**src/rtl/instruction_fetch.sv**
```systemverilog
// instruction_fetch: issues word reads for the current PC, limits in-flight requests to free queue slots,
// and hands returned instructions to decode in order. Define FETCH_MISALIGN_CHECK_EN to trap unaligned PCs.
module instruction_fetch #(
   parameter int DEPTH  = 2,
   parameter int ADDR_W = 32
) (
   input  logic              i_Clock,
   input  logic              i_Reset,
   input  logic [ADDR_W-1:0] i_PC,
   output logic              o_Advance,
   input  logic              i_Redirect,
   output logic              o_ImemReqValid,
   output logic [ADDR_W-1:0] o_ImemReqAddr,
   input  logic              i_ImemReqReady,
   input  logic              i_ImemRspValid,
   input  logic [31:0]       i_ImemRspData,
   output logic              o_InstrValid,
   output logic [ADDR_W-1:0] o_InstrPC,
   output logic [31:0]       o_Instr,
   input  logic              i_InstrReady,
`ifdef FETCH_MISALIGN_CHECK_EN
   output logic              o_InstrMisaligned,
`endif
   output logic              o_Busy
);
   localparam int PW = $clog2(DEPTH);
   localparam int CW = PW + 1;
   localparam logic [CW-1:0] FULL = CW'(DEPTH);

   logic [ADDR_W-1:0] pcf_q [DEPTH], pcf_d [DEPTH];
   logic [ADDR_W-1:0] qpc_q [DEPTH], qpc_d [DEPTH];
   logic [31:0]       qins_q [DEPTH], qins_d [DEPTH];
   logic [PW-1:0]     pcf_wr_q, pcf_wr_d, pcf_rd_q, pcf_rd_d, q_wr_q, q_wr_d, q_rd_q, q_rd_d;
   logic [CW-1:0]     count_q, count_d, outst_q, outst_d, drop_q, drop_d;
   logic              mis, credit, accept, rsp_take, rsp_drop, mis_push, push, pop;
   logic [ADDR_W-1:0] push_pc;
   logic [31:0]       push_ins;
`ifdef FETCH_MISALIGN_CHECK_EN
   logic [DEPTH-1:0]  qmis_q, qmis_d;
   logic              hold_q, hold_d;
`endif

   always_comb begin
      mis = 1'b0;
`ifdef FETCH_MISALIGN_CHECK_EN
      mis = i_PC[1:0] != 2'b00;
`endif
      credit = ({1'b0, count_q} + {1'b0, outst_q}) < {1'b0, FULL};
      o_ImemReqValid = !i_Reset && !i_Redirect && credit && !mis;
      accept = o_ImemReqValid && i_ImemReqReady;
      rsp_take = i_ImemRspValid && drop_q == '0;
      rsp_drop = i_ImemRspValid && drop_q != '0;
      mis_push = 1'b0;
`ifdef FETCH_MISALIGN_CHECK_EN
      // the trap entry waits for in-flight reads so it stays in program order and never races a response push
      mis_push = mis && !hold_q && !i_Reset && !i_Redirect && credit && outst_q == '0;
`endif
      pop = o_InstrValid && i_InstrReady;
      push = rsp_take || mis_push;
      push_pc = mis_push ? i_PC : pcf_q[pcf_rd_q];
      push_ins = mis_push ? 32'h0 : i_ImemRspData;
      pcf_d = pcf_q;
      qpc_d = qpc_q;
      qins_d = qins_q;
      if (i_Redirect) begin
         pcf_wr_d = '0;
         pcf_rd_d = '0;
         q_wr_d = '0;
         q_rd_d = '0;
         count_d = '0;
         outst_d = '0;
         drop_d = drop_q + outst_q - CW'(i_ImemRspValid);
      end else begin
         if (accept) pcf_d[pcf_wr_q] = i_PC;
         if (push) qpc_d[q_wr_q] = push_pc;
         if (push) qins_d[q_wr_q] = push_ins;
         pcf_wr_d = pcf_wr_q + PW'(accept);
         pcf_rd_d = pcf_rd_q + PW'(rsp_take);
         q_wr_d = q_wr_q + PW'(push);
         q_rd_d = q_rd_q + PW'(pop);
         count_d = count_q + CW'(push) - CW'(pop);
         outst_d = outst_q + CW'(accept) - CW'(rsp_take);
         drop_d = drop_q - CW'(rsp_drop);
      end
`ifdef FETCH_MISALIGN_CHECK_EN
      qmis_d = qmis_q;
      if (push && !i_Redirect) qmis_d[q_wr_q] = mis_push;
      hold_d = !i_Redirect && (hold_q || mis_push);
`endif
   end

   always_ff @(posedge i_Clock or posedge i_Reset)
      if (i_Reset) begin
         pcf_q <= '{default: '0};
         qpc_q <= '{default: '0};
         qins_q <= '{default: '0};
         pcf_wr_q <= '0;
         pcf_rd_q <= '0;
         q_wr_q <= '0;
         q_rd_q <= '0;
         count_q <= '0;
         outst_q <= '0;
         drop_q <= '0;
`ifdef FETCH_MISALIGN_CHECK_EN
         qmis_q <= '0;
         hold_q <= 1'b0;
`endif
      end else begin
         pcf_q <= pcf_d;
         qpc_q <= qpc_d;
         qins_q <= qins_d;
         pcf_wr_q <= pcf_wr_d;
         pcf_rd_q <= pcf_rd_d;
         q_wr_q <= q_wr_d;
         q_rd_q <= q_rd_d;
         count_q <= count_d;
         outst_q <= outst_d;
         drop_q <= drop_d;
`ifdef FETCH_MISALIGN_CHECK_EN
         qmis_q <= qmis_d;
         hold_q <= hold_d;
`endif
      end

   always_ff @(posedge i_Clock)
      if (!i_Reset) assert (!(rsp_take && !i_Redirect && count_q == FULL));

   assign o_ImemReqAddr = i_PC;
   assign o_Advance = accept;
   assign o_InstrValid = count_q != '0;
   assign o_InstrPC = o_InstrValid ? qpc_q[q_rd_q] : '0;
   assign o_Instr = o_InstrValid ? qins_q[q_rd_q] : '0;
   assign o_Busy = outst_q != '0 || drop_q != '0;
`ifdef FETCH_MISALIGN_CHECK_EN
   assign o_InstrMisaligned = o_InstrValid && qmis_q[q_rd_q];
`endif
endmodule

```
**config.mk**
```make
export PLATFORM = sky130hd
export DESIGN_NAME = instruction_fetch
export DESIGN_NICKNAME = d
export VERILOG_FILES = /design/src/rtl/instruction_fetch.sv
export SDC_FILE = /design/constraint.sdc
export NUM_CORES = 1
export LEC_CHECK = 0
export ABC_AREA = 1
export CAP_MARGIN = 0
export CORE_ASPECT_RATIO = 1.75
export CORE_MARGIN = 4
export CORE_UTILIZATION = 35
export CTS_BUF_LIST = sky130_fd_sc_hd__clkbuf_4
export DETAILED_ROUTE_END_ITERATION = 8
export PLACE_DENSITY = 0.61
export SYNTH_ARGS = -nofsm -noshare
export SYNTH_HDL_FRONTEND = slang
export SYNTH_SLANG_ARGS = --single-unit
```
**constraint.sdc**
```tcl
create_clock -name i_Clock -period 9.2 [get_ports i_Clock]
set_clock_uncertainty 0.05 [all_clocks]
set_input_delay 1.84 -clock i_Clock [delete_from_list [all_inputs] [get_ports i_Clock]]
set_output_delay 1.84 -clock i_Clock [all_outputs]
set_load 0.05 [all_outputs]
```
* Word level (Yosys, flattened, before mapping)
Cells that the tools add are included.
Operators by class: add/subtract/negate cells 12, multiply operators 0, div/mod/pow operators 0, $lt $le $gt $ge 7, equality and inequality tests 0, shift operators 0, muxes and demuxes 25, bitwise operators 5, reductions and logical operators 17
Operators by type and width (number):
- 32-bit 2-to-1 mux | 13
- 64-bit bitwise mux | 3
- 32-bit demux with 1-bit select | 2
- 2-bit >= comparator (second input constant) | 4
- 1-bit logical AND | 8
- 1-bit inverter with 2-bit output | 4
- 2-bit by 1-bit subtractor with 2-bit output | 4
- 2-bit 2-to-1 mux | 3
- 2-bit nonzero test | 3
- 1-bit adder | 4
- 2-bit by 1-bit adder with 2-bit output | 2
- 2-bit by 1-bit less-than comparator with 1-bit output (second input constant) | 2
- 1-bit 2-to-1 mux | 4
- 2-bit AND reduction | 2
- 2-bit by 2-bit adder with 3-bit output | 1
- 3-bit by 2-bit less-than comparator with 1-bit output (second input constant) | 1
- 2-bit adder | 1
- 1-bit logical NOT | 2
- 2-bit logical NOT | 1
- 1-bit logical OR | 1
- 1-bit inverter | 1
Storage, ports and cells: register bits after elaboration 202, bits in latches 0, memory bits (writable) 0, ROM bits 0, input port bits 70, word-level logic and storage cells 79, memories 0

* Longest topological paths before layout
Gate-level depths: netlist of the first run.
word-level depth 7, mapped depth 10, gate-level depth less buffers 10

* Least setup slack after synthesis of the first run
OpenSTA, ideal clock, no wires.
path kind input -> output, start input i_Redirect, end output o_Advance, arrival time 2621 ps, slack 4689 ps, stages 4, buffers on the path 1, path through buf_6 -> nor2_2 -> nand2_1 -> nor2_2
Between the ends: word-level cells in the longest chain between the ends 4
RTL lines:
- from (decl) | RTL line 11 | input logic i_Redirect,
- 1-bit logical NOT | RTL line 49 | o_ImemReqValid = !i_Reset && !i_Redirect && credit && !mis;
- 1-bit logical AND (2 in a row) | RTL line 49
- 1-bit logical AND | RTL line 50 | accept = o_ImemReqValid && i_ImemReqReady;
- to (decl) | RTL line 10 | output logic o_Advance,
Every way passes these cells.

* Final worst setup path of the first run
Same ends and word-level chain as after synthesis.

==> results of run 1 <==
## cell families after synthesis
kind of cell | count (synthesis)
buffers and inverters | 161
adders and majority gates | 8
xor gates and xnor gates | 4
DFF | 202
AOI/OAI and AO/OA | 100
and+or+nand+nor | 788
## cell type report
type,instances,area share
sequential,202,0.4273
multi-input combinational,900,0.3178
timing repair buffer,180,0.1500
clock buffer,64,0.04061
tap,369,0.03902
inverter,56,0.01851
clock inverter,12,0.006557
antenna,1,0.0002115
## synth_stat cells (all sizes together), types with 2 or more instances
cell type | count | area (um^2)
nand2 | 730 | 2743
dfrtp | 202 | 5055
buf | 83 | 583.1
a21oi | 66 | 330.3
inv | 55 | 206.4
o21ai | 34 | 170.2
nand4 | 33 | 212.7
clkbuf | 22 | 82.58
nor2 | 18 | 92.58
ha | 7 | 87.58
nand3 | 5 | 42.54
xor2 | 3 | 26.28
nor3 | 2 | 10.01
## layout by cell type, fill, tap and decap left out, drive strengths merged, types with 5 or more instances in the layout
cell type	instances
clkbuf	64
nand2	730
a21oi	66
clkinv	10
nand4	33
dfrtp	202
nor2	18
ha	7
buf	11
nand3	5
o21ai	34
inv	56
clkdlybuf4s50	169
## worst min-delay path: stages (launching register included)
cell	delay [ns]
dfrtp_1	0.34
nand2_1	0.05
nand2_1	0.04
## final timing paths
| path | from | to | slack (ns) | depth (start not counted) |
|---|---|---|---|---|
| worst max-delay path | i_Redirect | o_Advance | 3.57 | 5 |
| worst min register to register | qpc_q[2]$_DFFE_PP0P_ | qpc_q[2]$_DFFE_PP0P_ | 0.42 | 2 |
| worst max register to register | drop_q[1]$_DFF_PP0_ | qpc_q[19]$_DFFE_PP0P_ | 6.38 | 6 |
| min in group asynchronous | i_Reset | qpc_q[37]$_DFFE_PP0P_ | 1.77 | 2 |
| worst min-delay path | qpc_q[2]$_DFFE_PP0P_ | qpc_q[2]$_DFFE_PP0P_ | 0.42 | 2 |
| max in group asynchronous | i_Reset | qins_q[23]$_DFFE_PP0P_ | 5.73 | 3 |
## metrics by stage
| step | instance area (um^2) | std cells | setup slack [ns] | hold slack, ns | utilization |
|---|---|---|---|---|---|
| 2_1_floorplan | 9676 | 1263 | 1.799 | 0.3917 | - |
| 3_3_place_gp | 11270 | 1707 | 3.551 | 0.4027 | 0.4140 |
| 3_5_place_dp | 11270 | 1707 | 3.550 | 0.4078 | 0.4140 |
| 4_1_cts | 11830 | 1783 | 3.550 | 0.4235 | 0.4345 |
| 5_1_grt | 11830 | 1784 | 3.425 | 0.4357 | 0.4346 |
| 6_report | 11830 | 1784 | 3.570 | 0.4186 | 0.4346 |
## sequential cells by signal, summed over array words and instances (netlist names)
register,count
qpc_q,64
q_rd_q,1
q_wr_q,1
pcf_wr_q,1
count_q,2
pcf_rd_q,1
drop_q,2
outst_q,2
pcf_q,64
qins_q,64
## per-layer routing
layer  global-route usage  vias up  wire [um]
li1                     -     4139          -
met1               0.2141     3855      10790
met2               0.3036      238      13220
met3              0.03153       59       1261
met4              0.06918        0        765
met5                    0        -          0
## power breakdown
group	switching, W	leakage, nW	internal, W
registers	0.000190	2.62	0.00124
clock network	0.000348	0.332	0.000348
logic	0.00110	3.13	0.000503
==> out/metrics.cfg, run 1 <==
[timing]
rsz0062_at_grt = no
max-slew-margin-rel = 0.3261
tightest_slew_ns = 1.011
setup_viol = 0
tns_ns = 0
drv_slew = 0
finalCritPeriodShare = 0.6120
fin_crit_ns = 5.630
hold_viol_final = 0
max_freq_mhz = 177.6

[routing]
drc_errors = 0
ant_nets = 0
drt_iter0_drc = 463
routed_wl_um = 26030
num_vias = 8291
first_pass_iters = 7
avgRoutedWirePerCell_um = 14.59
vias_per_cell = 4.647

[die]
die_height_um = 228.0
rows = 80
design.die.area_um2 = 30470
core_area_um2 = 27230
initial_core_util = 0.3554
ioPinCount = 170
die_x_um = 133.7

[pwr]
power.total_w = 0.003729
p_leak_nw = 6.088
irDropWorstVdd_uv = 145.6
cellPowerDensity_nw_per_um2 = 315.2

[placed_design]
place.gp.congestion = 0.7994
portBuffers = 169
hpwl_um = 15520

[logic_synthesis]
ys_warn_count = 0
synth_seq_area_share = 0.5224
syn_inst = 1263
ys_async_sr_fraction = 1.000
synth_area_um2 = 9676
ys_types = 27
synth_edf_count = 0
synth.avg_cell_area_um2 = 7.661
synth_fa_ha_area_frac = 0.01112
yosys.area_share.simple = 0.3204
ys_ff_latch = 202
synth_top_family_by_area = simple AND/OR/NAND/NOR gates
synth-compound-area-share = 0.05173
yosys_most_used_dff = dfrtp_1
synth.net_count = 1341
synth_xor_area_frac = 0.003621
synth.area.mux_share = 0

[final_layout]
area_growth_pct = 22.28
fin_nets = 1466
seqCellArea_um2 = 5056
layout-drive-gt1-share = 0.07001
n_fill_cell = 2889
multi_input_area_um2 = 3760

[global_routing]
grt_pass1_vias = 8464
grt_pass1_wl_um = 43640
grt_overflow = 0
track_usage = 0.1749
grt_start_max_net_pins = 124
antenna_found_initial = 1

[outcome]
status = completed

[setup_path]
critPathLaunchType = input port
cp-end-kind = output pin
cp.buffers_inverters = 2
critical_path.max_stage_delay_ns = 0.83
worstPathArrival_ns = 3.74
critPathRequiredTime_ns = 7.31
worst_path_max_delay_cell = clkdlybuf4s50_1
crit_path_max_fanout = 9
worstSetupPathType = in2out
critical-path-top-delay-family = buffers and inverters
crit_chain = clkdlybuf4s50_1 > nor2_2 > nand2_1 > nor2_2 > clkdlybuf4s50_1

[hold_path]
holdCritPathClass = reg2reg

[clocking]
cts_resized = 0
cts_tree = done
clk_pin_slew_ns = 0.06
htree_num_levels = 2
cts_made_buffers = 48
cts_hold_buffers = 0
clkLatencyLatePin_ns = 0.69
clockBufferDepth = 3
post_cts_buffers = 0
clkSinkCount = 202
clock-root-buffer = clkbuf_4

[job]
max_cap_violations = 0

(Power assumes the default switching activity.)
==> run 2, diff against run 1 <==
clock period = 5.2 ns   (was 9.2 ns; I/O delays follow)
==> run 2 against run 1 <==
Effect of this change: sequential cell count did not move; die area did not move; combinational power up 78%; sequential power increased by 78%; total power grew 78%; design area is 0.69% higher; wire length up 2.1%; first-iteration DRC count is 11% higher; hold slack hardly changed; setup slack worse by 2.7 ns; critical path depth unchanged; critical path type is now reg2out; highest routed layer unchanged.
==> out/metrics.cfg, run 2 (same netlist as run 1, synthesis figures left out) <==
[setup_path]
critPathLaunchType = flip-flop  ; was input port
r2r_slack_ns = 2.83  ; was 6.38 ns
cp-end-kind = output pin  ; unchanged
worstPathArrival_ns = 3.20  ; was 3.74 ns
crit_path_max_fanout = 46  ; was 9
critPathRequiredTime_ns = 4.11  ; was 7.31 ns
worstSetupPathType = reg2out  ; was in2out

[final_layout]
layout-drive-gt1-share = 0.07293  ; was 0.07001
fin_nets = 1473  ; was 1,466
mostFrequentLayoutCells = nand2_1, dfrtp_1, clkdlybuf4s50_1, clkbuf_4, a21oi_1  ; was nand2_1, dfrtp_1, clkdlybuf4s50_1, a21oi_1, clkbuf_4
area_growth_pct = 23.12  ; was 22.28%
n_fill_cell = 2844  ; was 2,889
mostFrequentLayoutCell = nand2_1  ; unchanged
reg_top3 = pcf_q x64, qins_q x64, qpc_q x64  ; unchanged

[die]
die_x_um = 133.7  ; unchanged
design.die.area_um2 = 30470  ; unchanged
initial_core_util = 0.3554  ; unchanged
core_area_um2 = 27230  ; unchanged
ioPinCount = 170  ; unchanged
die_height_um = 228.0  ; unchanged
rows = 80  ; unchanged

[pwr]
cellPowerDensity_nw_per_um2 = 556.7  ; was 315.2 nW/um^2
power.total_w = 0.006632  ; was 0.003729 W
p_leak_nw = 6.130  ; was 6.088 nW
irDropWorstVdd_uv = 219.9  ; was 145.6 uV

[timing]
fin_crit_ns = 4.294
setup_viol = 0  ; unchanged
max-slew-margin-rel = 0.3217  ; was 0.3261
hold_viol_final = 0  ; unchanged
rsz0062_at_grt = no  ; unchanged
max_freq_mhz = 232.9
tightest_slew_ns = 1.015  ; was 1.011 ns
drv_slew = 0  ; unchanged
finalCritPeriodShare = 0.8258
tns_ns = 0  ; unchanged

[clocking]
htree_num_levels = 2  ; unchanged
cts_tree = done  ; unchanged
clkLatencyLatePin_ns = 0.68  ; was 0.69 ns
cts_made_buffers = 50  ; was 48
clockBufferDepth = 3  ; unchanged
clock-root-buffer = clkbuf_4  ; unchanged
post_cts_buffers = 0  ; unchanged
clkSinkCount = 202  ; unchanged
cts_resized = 0  ; unchanged
clk_pin_slew_ns = 0.06  ; about the same
cts_hold_buffers = 0  ; unchanged

[routing]
num_vias = 8330  ; was 8,291
routed_wl_um = 26570  ; was 26,030 um
first_pass_iters = 5  ; was 7
avgRoutedWirePerCell_um = 14.79  ; was 14.59 um
drc_errors = 0  ; unchanged
ant_nets = 0  ; unchanged
drt_iter0_drc = 513  ; was 463
vias_per_cell = 4.638  ; was 4.647

[global_routing]
grt_overflow = 0  ; unchanged
track_usage = 0.1755  ; was 0.1749
grt_pass1_wl_um = 43560  ; was 43,640 um
antenna_found_initial = 1  ; unchanged
grt_pass1_vias = 8324  ; was 8,464
grt_start_max_net_pins = 156  ; was 124

[placed_design]
portBuffers = 169  ; unchanged
place.gp.congestion = 0.7748  ; was 0.7994
hpwl_um = 16030  ; was 15,520 um

[outcome]
status = completed  ; unchanged

[job]
max_cap_violations = 0  ; unchanged

[hold_path]
holdCritPathClass = reg2reg  ; unchanged

[run 2: changes by cell type in the layout (fill, tap and decap cells not counted)]
| cell | previous run | this run |
|---|---|---|
| clkinv_1 | 7 | 14 |
| clkbuf_4 | 64 | 68 |
| buf_12 | 0 | 3 |
| buf_4 | 11 | 13 |
| bufinv_16 | 1 | 0 |
| clkinv_2 | 3 | 2 |
| inv_2 | 6 | 5 |
| inv_8 | 1 | 0 |
[run 2: layout make-up]
cell class                      instances  area [um^2]  share of cell area
Sequential cell                       202         5056              0.4244
Multi-Input combinational cell        900         3760              0.3156
Timing Repair Buffer                  185         1849              0.1552
Clock buffer                           68        510.5             0.04285
Tap cell                              369        461.7             0.03876
Inverter                               56        215.2             0.01807
Clock inverter                         15        57.56            0.004831
Antenna cell                            1        2.502           0.0002101
[run 2: report_power, final]
part	switching, W	internal, W	total, W	leakage (nW)
Sequential	0.000340	0.00220	0.00254	2.62
Combinational	0.00194	0.000907	0.00285	3.17
Clock	0.000649	0.000599	0.00125	0.339
[run 2: final timing paths]
| kind | startpoint | depth (start not counted) | end |
|---|---|---|---|
| max in group asynchronous | i_Reset | 3 | qins_q[59]$_DFFE_PP0P_ |
| worst min-delay path | qpc_q[7]$_DFFE_PP0P_ | 2 | qpc_q[7]$_DFFE_PP0P_ |
| min in group asynchronous | i_Reset | 3 | qpc_q[35]$_DFFE_PP0P_ |
| worst max-delay path | q_rd_q$_DFF_PP0_ | 5 | o_Instr[30] |
| worst max register to register | q_wr_q$_DFF_PP0_ | 5 | qins_q[49]$_DFFE_PP0P_ |
| worst min register to register | qpc_q[7]$_DFFE_PP0P_ | 2 | qpc_q[7]$_DFFE_PP0P_ |
[run 2: worst max-delay path, cell delays in order (launching register included)]
cell and delay (ns):
dfrtp_2 0.40, inv_2 0.65, buf_4 0.40, nand2_1 0.08, a21oi_1 0.17, clkdlybuf4s50_1 0.83
[run 2: layer usage]
layer / up-vias / global-route usage / share of wire
met1: 3889 / 0.2135 / 0.42
met2: 232 / 0.3080 / 0.51
met5: - / 0 / 0
li1: 4149 / - / -
met3: 60 / 0.02822 / 0.047
met4: 0 / 0.07079 / 0.030
[run 2: through the flow]
| step | area [um^2] | setup slack (ns) | cells | util | hold slack (ns) |
|---|---|---|---|---|---|
| after global routing | 11910 | 0.6540 | 1796 | 0.4375 | 0.4352 |
| after global placement | 11340 | 1.117 | 1712 | 0.4166 | 0.4026 |
| after detailed placement | 11340 | 1.137 | 1712 | 0.4166 | 0.4078 |
| final | 11910 | 0.9059 | 1796 | 0.4375 | 0.4191 |
| after floorplan | 9679 | 1.494 | 1263 | - | 0.3917 |
| after CTS | 11910 | 0.8211 | 1795 | 0.4375 | 0.4232 |
==> run 3, diff against run 2 <==
clock period = 4.3 ns   (was 5.2 ns; I/O delays follow)
==> run 3 against run 2 <==
Effect of this change: sequential cell count did not move; combinational power rose by 22%; via count rose by 1.2%; hold slack got worse by 0.0025 ns; clock-buffer cell count rose by 5; sequential share of layout area fell by 0.34 points.
==> out/metrics.cfg, run 3 (same netlist as run 1, synthesis figures left out) <==
[outcome]
status = completed  ; unchanged

[setup_path]
worstSetupStartpoint = count_q[0]$_DFF_PP0_  ; was q_rd_q$_DFF_PP0_
worstReg2RegStart = q_wr_q$_DFF_PP0_  ; unchanged
rr_worst_depth = 5  ; unchanged
cp-end-kind = output pin  ; unchanged
worstPathArrival_ns = 2.95  ; was 3.20 ns
r2r_slack_ns = 1.75  ; was 2.83 ns
worstSetupPathType = reg2out  ; unchanged
critPathLaunchType = flip-flop  ; unchanged
timing.rr.end = qins_q[51]$_DFFE_PP0P_  ; was qins_q[49]$_DFFE_PP0P_
crit_path_max_fanout = 4  ; was 46
critPathRequiredTime_ns = 3.39  ; was 4.11 ns

[clocking]
cts_tree = done  ; unchanged
clk_pin_slew_ns = 0.07  ; was 0.06 ns
cts_hold_buffers = 0  ; unchanged
cts_made_buffers = 51  ; was 50
clock-root-buffer = clkbuf_4  ; unchanged
clockBufferDepth = 3  ; unchanged
htree_num_levels = 2  ; unchanged
post_cts_buffers = 0  ; unchanged
clkSinkCount = 202  ; unchanged
clkLatencyLatePin_ns = 0.68  ; about the same
cts_resized = 0  ; unchanged

[global_routing]
grt_start_max_net_pins = 68  ; was 156
antenna_found_initial = 1  ; unchanged
grt_pass1_vias = 8474  ; was 8,324
track_usage = 0.1781  ; was 0.1755
grt_overflow = 0  ; unchanged
grt_pass1_wl_um = 44080  ; was 43,560 um

[die]
rows = 80  ; unchanged
die_x_um = 133.7  ; unchanged
core_area_um2 = 27230  ; unchanged
die_height_um = 228.0  ; unchanged
design.die.area_um2 = 30470  ; unchanged
initial_core_util = 0.3554  ; unchanged
ioPinCount = 170  ; unchanged

[final_layout]
area_growth_pct = 24.12  ; was 23.12%
finalNonFillerCells = 1799  ; was 1,796
fin_nets = 1477  ; was 1,473
final_cell_area_um2 = 12010  ; was 11,910 um^2
layout-drive-gt1-share = 0.08188  ; was 0.07293
mostFrequentLayoutCells = nand2_1, dfrtp_1, clkdlybuf4s50_1, clkbuf_4, a21oi_1  ; unchanged
mostFrequentLayoutCell = nand2_1  ; unchanged
reg_top3 = pcf_q x64, qins_q x64, qpc_q x64  ; unchanged

[timing]
rsz0062_at_grt = no  ; unchanged
finalCritPeriodShare = 0.8988
max_freq_mhz = 258.7
setup_viol = 0  ; unchanged
tns_ns = 0  ; unchanged
fin_crit_ns = 3.865
max-slew-margin-rel = 0.3587  ; was 0.3217
fin_ws_ns = 0.4351  ; was 0.9059 ns
drv_slew = 0  ; unchanged
hold_viol_final = 0  ; unchanged
tightest_slew_ns = 0.9599  ; was 1.015 ns

[hold_path]
holdPathStages = 2  ; unchanged
whs_endpoint = pcf_q[22]$_DFFE_PP0P_  ; was qpc_q[7]$_DFFE_PP0P_
holdCritPathClass = reg2reg  ; unchanged
min_from = pcf_q[22]$_DFFE_PP0P_  ; was qpc_q[7]$_DFFE_PP0P_

[job]
max_cap_violations = 0  ; unchanged

[placed_design]
place.gp.congestion = 0.7724  ; was 0.7748
dp_slack_ns = 0.8340  ; was 1.137 ns
portBuffers = 169  ; unchanged
dp_cells = 1715  ; was 1,712
place_area_um2 = 11390  ; was 11,340 um^2
hpwl_um = 16180  ; was 16,030 um

[routing]
vias_per_cell = 4.686  ; was 4.638
routed_wl_um = 26710  ; was 26,570 um
first_pass_iters = 5  ; unchanged
avgRoutedWirePerCell_um = 14.85  ; was 14.79 um
drt_iter0_drc = 445  ; was 513
ant_nets = 0  ; unchanged
num_vias = 8431  ; was 8,330
drc_errors = 0  ; unchanged

[pwr]
cellPowerDensity_nw_per_um2 = 677.4  ; was 556.7 nW/um^2
power.total_w = 0.008134  ; was 0.006632 W
p_leak_nw = 6.186  ; was 6.130 nW
irDropWorstVdd_uv = 345.5  ; was 219.9 uV

==> run 3: changes by cell type in the layout (fill, tap and decap cells not counted) <==
cell,delta
bufinv_16,+1
clkbuf_4,+5
clkinv_1,-10
buf_4,+1
inv_2,+1
buf_12,+2
clkinv_2,+3
==> run 3: how the worst max path moves through the flow <==
stage                                       to  cells after the start
final                                o_Advance                      7
after global routing                 o_Advance                      7
after CTS                            o_Advance                      7
after detailed placement             o_Advance                      5
after global placement               o_Advance                      5
after floorplan           count_q[0]$_DFF_PP0_                      1
==> run 3: final cells by class <==
cell class / instances / area, um^2
Clock inverter: 10 / 68.82
Tap cell: 369 / 461.7
Inverter: 56 / 215.2
Multi-Input combinational cell: 900 / 3760
Fill cell: 2828 / 15220
Antenna cell: 1 / 2.502
Timing Repair Buffer: 188 / 1897
Sequential cell: 202 / 5056
Clock buffer: 73 / 548.0
==> run 3: layer usage <==
layer,up-vias,GRT usage,part of all wire
li1,4162,-,-
met1,3977,0.2128,0.42
met5,-,0,0
met3,56,0.03351,0.047
met4,0,0.08366,0.041
met2,236,0.3077,0.49
==> run 3: worst max-delay path, cell delays in order (launching register included) <==
cell and delay [ns]:
dfrtp_1 0.43, nand2_1 0.08, inv_1 0.05, fa_1 0.44, nor2_1 0.17, nand2_1 0.10, nor2_2 0.17, clkdlybuf4s50_1 0.84
==> run 3: where the power goes <==
group	switching, W	internal [W]
combinational	0.00236	0.00112
sequential	0.000405	0.00266
clock	0.000764	0.000832
total	0.00353	0.00461
==> run 3: through the flow <==
step | util | hold slack [ns]
floorplan | - | 0.3917
global placement | 0.4183 | 0.4025
detailed placement | 0.4183 | 0.4079
CTS | 0.4410 | 0.4235
global route | 0.4411 | 0.4348
finish | 0.4411 | 0.4166
==> patch: new RTL, config.mk and constraints of run 3 <==
Make the reset (`i_Reset`) synchronous in one clocked block.
--- a/src/rtl/instruction_fetch.sv
+++ b/src/rtl/instruction_fetch.sv
@@ -89,7 +89,7 @@
 `endif
    end
 
-   always_ff @(posedge i_Clock or posedge i_Reset)
+   always_ff @(posedge i_Clock)
       if (i_Reset) begin
          pcf_q <= '{default: '0};
          qpc_q <= '{default: '0};
Formal check against the unedited RTL: differs if i_Reset is asserted again (counterexample within 4 cycles, from zero or initial values and one cycle with i_Reset high); with i_Reset held inactive, the same outputs for 4 cycles.
==> patch against run 3 <==
  * Fmax shrank 0.94%
  * Non-clock buffer count shrank 1
  * Wire length shrank 0.71%
  * Cell area shrank 4.8%
  * Critical path depth shrank 3
  * Via count grew 5.9%
  * Sequential cell count is the same
  * Worst setup slack lost 0.037 ns
  * Area after synthesis shrank 4.5%
  * Critical path type unchanged
  * Largest cell class is now multi-input gates
Power is not compared: it rests on default switching activity, and its combinational part moved more than twofold at a synthesized area within 25%.
==> patch: results (changes against run 3) <==
status - finished clean
crit path DAT - 2.99 ns (+0.04 ns)
share of layout cells above drive strength 1 - 0.07012 (-0.01176)
post-DP HPWL - 15880 µm (-1.9%)
GRT Util Overall - 0.1786 (+0.0005316)
DP Area - 10830 µm² (-4.9%)
Non-Filler Instances - 1847 (+2.7%)
Post-CTS Setup Bufs - 0 (unchanged)
Critical path origin - q_rd_q
CTS buffer count - 49 (-3.9%)
Crit Path Max Fanout - 66 (+62)
initial antenna violation count - 1 (unchanged)
vias per cell - 4.835 (+3.2%)
Worst VDD drop - 0.1462 mV
final hold vios - 0 (unchanged)
synth top area cells - dfxtp_1, nand2_1, a21oi_1
Final GP Congestion - 0.7533 (-2.5%)
largest registers - pcf_q x64, qins_q x64, qpc_q x64
ys async rst share - 0 (-1.000)
fin nets - 1573 (+6.5%)
leakage power - 4.524 nW
sequential share of the synthesized area - 0.4375 (-0.08497)
Distinct cells, synth - 25 (-7.4%)
1st-iter DRT viols - 456 (+2.5%)
post-synth net total - 1460 (+8.9%)
wire per inst - 14.36 µm (-3.3%)
Worst R2R Start - count_q[0]
pre-CTS setup slack - 0.5904 ns (-0.2436 ns)
I/O Buffers - 169 (unchanged)
H-tree depth - 2 (unchanged)
Root Buffer - clkbuf_4
Post-Syn Instances - 1382 (+9.4%)
Synth Warn # - 0 (unchanged)
min-delay src - qpc_q[5]
HP Class - reg -> reg
Worst-Margin Slew - 0.8422 ns (-0.1176 ns)
Post-synth top cells - nand2_1, dfxtp_1, nor2_1
Clock Latency Late Sink - 0.67 ns
post-CTS sizing - 0 (unchanged)
Clock Path Buffers - 3 (unchanged)
TritonRoute pass-1 iters - 5 (unchanged)
largest net degree at the start of global routing - 67 (-1.5%)
global-route wire length before repair - 42600 µm (-3.4%)
switch share - 0.2892
number of global-route vias before repair - 8362 (-1.3%)
==> patch: changes by cell type in the layout (fill, tap and decap cells not counted), sizes merged, moves of 2 or more <==
cell	delta
nand2	-289
dfrtp	-202
dfxtp	+202
nor2	+186
a21oi	+100
nand3	+63
inv	+39
o21ai	+33
nand4	-30
clkbuf	-4
clkinv	+2
xor2	-2
==> patch: cell families after synthesis <==
kind of cell,share of synthesized area
simple gates,0.3078
flops,0.4375
compound gates,0.1262
xor+xnor,0.002843
buf+inv,0.1141
fa+ha+maj,0.01164
==> patch: layer usage <==
metal / wire length (µm) / up-vias / track usage
li1: - / 4529 / -
met1: 11310 / 4093 / 0.2206
met2: 13110 / 261 / 0.3037
met3: 1300 / 47 / 0.03162
met4: 795 / 0 / 0.07041
met5: 0 / - / 0
==> patch: final cells by class <==
cell class | count | area (µm²)
fill | 2763 | 14530
multi-input combinational | 961 | 4183
sequential | 202 | 4046
timing repair buffer | 187 | 1849
clock buffer | 69 | 518.0
tap | 320 | 400.4
inverter | 94 | 352.8
clock inverter | 13 | 78.83
antenna | 1 | 2.502
==> patch: critical path, cell delays in order (launching register included) <==
cell	delay [ns]
dfxtp_2	0.33
buf_4	0.64
nand2_1	0.13
a21oi_1	0.30
clkdlybuf4s50_1	0.87
==> patch: power groups by stage <==
stage	sequential, mW	combinational, mW	clock (mW)
2_1_floorplan	1.99	0.395	0
4_1_cts	1.96	0.582	1.62
6_report	1.96	0.577	1.56
3_3_place_gp	2.00	0.578	0
5_1_grt	1.96	0.632	1.71
3_5_place_dp	2.00	0.579	0
==> patch: worst paths after layout <==
kind | endpoint | slack (ns) | cells after the start
worst max-delay path | o_InstrPC[17] | 0.40 | 4
worst min-delay path | qpc_q[5] | 0.41 | 2
worst max register to register | pcf_q[7] | 1.82 | 8
worst min register to register | qpc_q[5] | 0.41 | 2
